==> config.mk <==
export PLATFORM = sky130hd
export DESIGN_NAME = rf_write_arbiter
export DESIGN_NICKNAME = d
export VERILOG_FILES = /design/src/rtl/rf_write_arbiter_pkg.sv /design/src/rtl/rf_write_arbiter_rr_pick.sv /design/src/rtl/rf_write_arbiter.sv
export SDC_FILE = /design/constraint.sdc
export NUM_CORES = 1
export LEC_CHECK = 0
export ABC_AREA = 1
export BUFFER_PORTS_ARGS = -buffer_cell sky130_fd_sc_hd__buf_2
export CAP_MARGIN = 20
export CORE_AREA = 2 2 85 87
export CTS_CLUSTER_DIAMETER = 100
export DETAILED_ROUTE_END_ITERATION = 8
export DIE_AREA = 0 0 87 89
export HOLD_SLACK_MARGIN = 0.15
export PLACE_DENSITY = 0.78
export SLEW_MARGIN = 10
export SYNTH_ARGS = -nofsm -noshare
export SYNTH_HDL_FRONTEND = slang
export SYNTH_HIERARCHICAL = 1
export SYNTH_SLANG_ARGS = --single-unit
==> constraint.sdc <==
create_clock -name clk -period 3.3 [get_ports clk]
set_input_delay 0.33 -clock clk [delete_from_list [all_inputs] [get_ports clk]]
set_output_delay 0.33 -clock clk [all_outputs]
set_load 0.03 [all_outputs]
==> src/rtl/rf_write_arbiter_pkg.sv <==
// Shared constants and state encoding for the register-file write arbiter.
package rf_pkg;
    localparam int RF_AW    = 5;
    localparam int RF_DW    = 32;
    localparam int RF_NREGS = 32;

    // Requester slots on the arbiter's request vector
    localparam int REQ_WB  = 0;
    localparam int REQ_MC  = 1;
    localparam int REQ_DBG = 2;

    typedef enum logic {
        S_CLEAR = 1'b0,
        S_RUN   = 1'b1
    } state_e;
endpackage

==> src/rtl/rf_write_arbiter_rr_pick.sv <==
// Combinational round-robin picker: the first set request at or above ptr,
// wrapping modulo NREQ, wins. Produces a one-hot grant and the winner index.
module rr_pick #(
    parameter int NREQ = 3,
    parameter int PW   = (NREQ > 1) ? $clog2(NREQ) : 1
) (
    input  logic [NREQ-1:0] req,
    input  logic [PW-1:0]   ptr,
    output logic [NREQ-1:0] gnt,
    output logic [PW-1:0]   idx,
    output logic            any
);
    int   cand;
    logic found;

    // Scan NREQ positions starting at ptr; latch onto the first valid one
    always_comb begin
        gnt   = '0;
        idx   = '0;
        found = 1'b0;
        cand  = 0;
        for (int k = 0; k < NREQ; k++) begin
            cand = (int'(ptr) + k) % NREQ;
            if (!found && req[cand]) begin
                found     = 1'b1;
                gnt[cand] = 1'b1;
                idx       = PW'(cand);
            end
        end
        any = found;
    end
endmodule

==> src/rtl/rf_write_arbiter.sv <==
// Register-file write-port arbiter: round-robin grant among NREQ valid/ready
// requesters, registered rf_we/rf_waddr/rf_wdata output stage.
// Optional feature macro RF_CLEAR_EN: after reset, a sequencer writes zero to
// registers 1..31 (one per cycle) before arbitration starts; busy is high
// meanwhile. Without the macro the block starts arbitrating immediately.
module rf_write_arbiter
    import rf_pkg::*;
#(
    parameter int NREQ = 3,
    parameter int AW   = RF_AW,
    parameter int DW   = RF_DW
) (
    input  logic               clk,
    input  logic               resetn,
    input  logic [NREQ-1:0]    req_valid,
    output logic [NREQ-1:0]    req_ready,
    input  logic [NREQ*AW-1:0] req_waddr,
    input  logic [NREQ*DW-1:0] req_wdata,
    output logic               rf_we,
    output logic [AW-1:0]      rf_waddr,
    output logic [DW-1:0]      rf_wdata,
    output logic [2:0]         grant_id,
    output logic               busy
);
    localparam int PW = (NREQ > 1) ? $clog2(NREQ) : 1;

    logic [NREQ-1:0] pick_gnt;
    logic [PW-1:0]   pick_idx;
    logic            pick_any;
    logic            run;
    logic [AW-1:0]   win_addr;
    logic [DW-1:0]   win_data;

    logic [PW-1:0]   ptr_q, ptr_d;
    logic            rf_we_q, rf_we_d;
    logic [AW-1:0]   rf_waddr_q, rf_waddr_d;
    logic [DW-1:0]   rf_wdata_q, rf_wdata_d;
    logic [2:0]      grant_id_q, grant_id_d;

    rr_pick #(.NREQ(NREQ), .PW(PW)) u_pick (
        .req (req_valid),
        .ptr (ptr_q),
        .gnt (pick_gnt),
        .idx (pick_idx),
        .any (pick_any)
    );

    assign win_addr = req_waddr[int'(pick_idx)*AW +: AW];
    assign win_data = req_wdata[int'(pick_idx)*DW +: DW];

`ifdef RF_CLEAR_EN
    state_e     state_q, state_d;
    logic [4:0] cnt_q, cnt_d;

    // Clear-sequencer state and address counter
    always_ff @(posedge clk or negedge resetn) begin
        if (!resetn) begin
            state_q <= S_CLEAR;
            cnt_q   <= 5'd1;
        end else begin
            state_q <= state_d;
            cnt_q   <= cnt_d;
        end
    end

    // Step through 1..31, then hand the port over to arbitration
    always_comb begin
        state_d = state_q;
        cnt_d   = cnt_q;
        if (state_q == S_CLEAR) begin
            cnt_d = cnt_q + 5'd1;
            if (cnt_q == 5'(RF_NREGS - 1)) state_d = S_RUN;
        end
    end

    assign run  = (state_q == S_RUN);
    assign busy = ~run;
`else
    assign run  = 1'b1;
    assign busy = 1'b0;
`endif

    // Ready is purely combinational; nothing is granted while clearing
    assign req_ready = run ? pick_gnt : '0;

    // Next output-stage values: clear write, accepted request, or idle
    always_comb begin
        rf_we_d    = 1'b0;
        rf_waddr_d = rf_waddr_q;
        rf_wdata_d = rf_wdata_q;
        grant_id_d = grant_id_q;
        ptr_d      = ptr_q;
        if (!run) begin
`ifdef RF_CLEAR_EN
            rf_we_d    = 1'b1;
            rf_waddr_d = AW'(cnt_q);
            rf_wdata_d = '0;
`endif
        end else if (pick_any) begin
            // r0 is hardwired zero: accept the request but suppress the write
            rf_we_d    = |win_addr;
            rf_waddr_d = win_addr;
            rf_wdata_d = win_data;
            grant_id_d = 3'(pick_idx);
            ptr_d      = (pick_idx == PW'(NREQ - 1)) ? '0 : pick_idx + 1'b1;
        end
    end

    // Registered write port and round-robin pointer
    always_ff @(posedge clk or negedge resetn) begin
        if (!resetn) begin
            rf_we_q    <= 1'b0;
            rf_waddr_q <= '0;
            rf_wdata_q <= '0;
            grant_id_q <= '0;
            ptr_q      <= '0;
        end else begin
            rf_we_q    <= rf_we_d;
            rf_waddr_q <= rf_waddr_d;
            rf_wdata_q <= rf_wdata_d;
            grant_id_q <= grant_id_d;
            ptr_q      <= ptr_d;
        end
    end

    assign rf_we    = rf_we_q;
    assign rf_waddr = rf_waddr_q;
    assign rf_wdata = rf_wdata_q;
    assign grant_id = grant_id_q;
endmodule

==> impl_metrics.tcl <==
set metrics [dict create \
    clock-sinks 42 \
    ant_nets 0 \
    cts_tree "done" \
    power_per_cell_area_mw_per_mm2 1410 \
    synth_top_family_by_area "simple AND/OR/NAND/NOR gates" \
    yosys.area_share.simple 0.259 \
    cts.repair.resized 0 \
    worst-setup-path-type "reg2reg" \
    viasPerCell 5.07 \
    slew_viol_final 0 \
    hold_buffers 0 \
    num_antenna_cells 0 \
    drc_errors 0 \
    wl_met3_um 535 \
    firstDrtPassIters 4 \
    synth_async_sr_flop_share 1.00 \
    die_x_um 87 \
    drive_gt1_frac 0.408 \
    cpPeakStageDelay_ns 0.41 \
    hold_viol_final 0 \
    row_count 30 \
    syn-cell-area_mm2 0.00264 \
    p_leak_nw 1.85 \
    crit_path_frequent_cell "nand2_1" \
    period_share 0.857 \
    endpoint_kind "flip-flop" \
    cp-start-kind "flip-flop" \
    gr-total-overflow 0 \
    path_max_fanout 34 \
    synth_ff_type "dfrtp_1" \
    worstMarginPinSlew_ns 0.961 \
    dpl.hpwl_mm 5.61 \
    top_layer "met4" \
    nNetsFinal 604 \
    synth_edf_count 0 \
    status "completed" \
    post_drt_wl_per_cell_um 13.1 \
    finalWirelength_mm 7.41 \
    crit_path_cell_trace "inv_1 -> ha_1 -> inv_2 -> o31ai_4 -> nand3_1 -> nand2_1 -> inv_6 -> nor2_8 -> nand2_1 -> nand2_1 -> nor2_1 -> nand2_1 -> nor2_1 -> nor2_1" \
    crit_arrival_ns 3.05 \
    cts_setup_buffers 0 \
    cts_root_buf "clkbuf_8" \
    worstPathRequired_ns 3.52 \
    numCtsBuffers 5 \
    drv_cap 0 \
    relSlewSlack 0.360 \
    cp_top_family "simple AND/OR/NAND/NOR gates" \
    grt_max_degree 44 \
    setup_violations 0 \
    synth-adder-area-share 0.0190 \
    grt_pass1_vias 2607 \
    path_buf_inv 3 \
    fin_cells 565 \
    grt_setup_unrepaired "no" \
    setup_tns_ns 0 \
    clockBufferDepth 2 \
    total_power_mw 4.96 \
    yosys.cell_types.count 28 \
    portBuffers 158 \
    worstSkewPairLatency_ns 0.28 \
    met2_length_mm 3.85 \
    syn2layout_area_growth_pct 33.8 \
    grt_pass1_wl_mm 11.7 \
    h-tree-depth 2 \
    synth.avg_cell_area_um2 7.83 \
    antenna_found_initial 0 \
    yosysWarnings 6 \
    fin_skew_ns 0.00612 \
    design.die.area_mm2 0.00774 \
    drt_iter0_markers 114 \
    synth_compound_gate_area_share 0.219 \
    crit_path_top_delay_cell "dfrtp_1" \
    ys_ff_latch 42 \
    fill_cells 662 \
    vias 2864 \
    clk_pin_slew_ns 0.09 \
    ir_drop_mv 0.568 \
    io_pins 161 \
    yosysSeqAreaShare 0.398 \
    met1Wirelength_mm 2.94 \
    start_util 0.393 \
    timing.fmax_mhz 354 \
    hold_class "in2async" \
    grt_use_total 0.188 \
    die_h_um 89 \
    synth_xor_area_frac 0 \
    dp_cells 557 \
    min_period_ns 2.83 \
    core_mm2 0.00672 \
    gp_congestion 0.832 \
    muxShareOfSynthArea 0 \
    netlist_instances 337 \
]
[placed cells by master, fill, tap and decap left out, types with 4 or more instances in the layout]
master    Yosys  final
nor2_1       34     34
a22oi_2      10     10
ha_1          4      4
a21oi_1      22     22
inv_1        14     14
o21ai_0      10     10
inv_2         6      6
buf_2         2    158
dfrtp_1      42     42
a31oi_1      21     21
buf_4         3      4
nand3_1      18     18
clkbuf_8      0      6
nand2_1      97     97
a22oi_1      11     11
o21ai_1      10     10
[flip-flops by register name, indices dropped and copies added, names as in the netlist]
| signal | flops |
|---|---|
| rf_we | 1 |
| ptr_q | 2 |
| grant_id | 2 |
| rf_wdata | 32 |
| rf_waddr | 5 |
[metrics by stage]
stage / hold slack [ns] / utilization / cell area (µm²) / setup WS (ns)
6_report: 0.189 / 0.526 / 3530 / 0.472
5_1_grt: 0.268 / 0.526 / 3530 / 0.179
4_1_cts: 0.218 / 0.526 / 3530 / 0.455
3_5_place_dp: 0.476 / 0.504 / 3390 / 0.477
3_3_place_gp: 0.466 / 0.504 / 3390 / 0.618
2_1_floorplan: 0.0344 / - / 2640 / 1.19
[logic make-up (layout without fill, tap and decap cells)]
logic type	Yosys count	count (layout)
buffers and inverters	46	193
AOI/OAI and AO/OA	86	86
DFF	42	42
other	1	2
and+or+nand+nor	158	158
adders and majority gates	4	4
[layer usage]
metal | track usage | up-vias
met3 | 0.0397 | 6
met2 | 0.349 | 114
li1 | - | 1412
met1 | 0.217 | 1332
met4 | 0.0568 | 0
met5 | 0 | -
[report_power, final]
part	internal (mW)	switching, mW
logic	1.12	2.38
clock network	0.323	0.177
registers	0.826	0.137
[final cells by class]
type | count | area (µm²) | area share
well taps | 80 | 100 | 0.0283
clock buffers | 6 | 82.6 | 0.0234
repair buffers | 162 | 821 | 0.232
flip-flops and latches | 42 | 1050 | 0.298
inverters | 23 | 96.3 | 0.0273
clock inverters | 2 | 60.1 | 0.0170
multi-input cells | 250 | 1320 | 0.374
[worst paths after layout]
check / slack [ns] / start / cells after the start / endpoint
max in group asynchronous: 2.52 / resetn / 1 / rf_wdata[12]
worst min-delay path: 0.19 / resetn / 1 / rf_wdata[10]
worst min register to register: 0.49 / grant_id[1] / 2 / grant_id[1]
worst max-delay path: 0.47 / ptr_q[0] / 14 / rf_we
worst max register to register: 0.47 / ptr_q[0] / 14 / rf_we
min in group clk: 0.30 / req_wdata[75] / 3 / rf_wdata[11]
[cells in the mapped netlist (2+ instances only)]
| cell | number | area share |
|---|---|---|
| a21oi_1 | 22 | 0.042 |
| a22oi_1 | 11 | 0.031 |
| a22oi_2 | 10 | 0.047 |
| a31oi_1 | 21 | 0.050 |
| buf_2 | 2 | 0.0038 |
| buf_4 | 3 | 0.0085 |
| buf_6 | 10 | 0.043 |
| clkbuf_1 | 8 | 0.011 |
| dfrtp_1 | 42 | 0.40 |
| ha_1 | 4 | 0.019 |
| inv_1 | 14 | 0.020 |
| inv_2 | 6 | 0.0085 |
| inv_6 | 2 | 0.0066 |
| nand2_1 | 97 | 0.14 |
| nand2_2 | 2 | 0.0047 |
| nand2_4 | 2 | 0.0085 |
| nand3_1 | 18 | 0.034 |
| nor2_1 | 34 | 0.048 |
| nor2_8 | 2 | 0.015 |
| o21ai_0 | 10 | 0.019 |
| o21ai_1 | 10 | 0.019 |
Power figures use the tool's default switching activity.
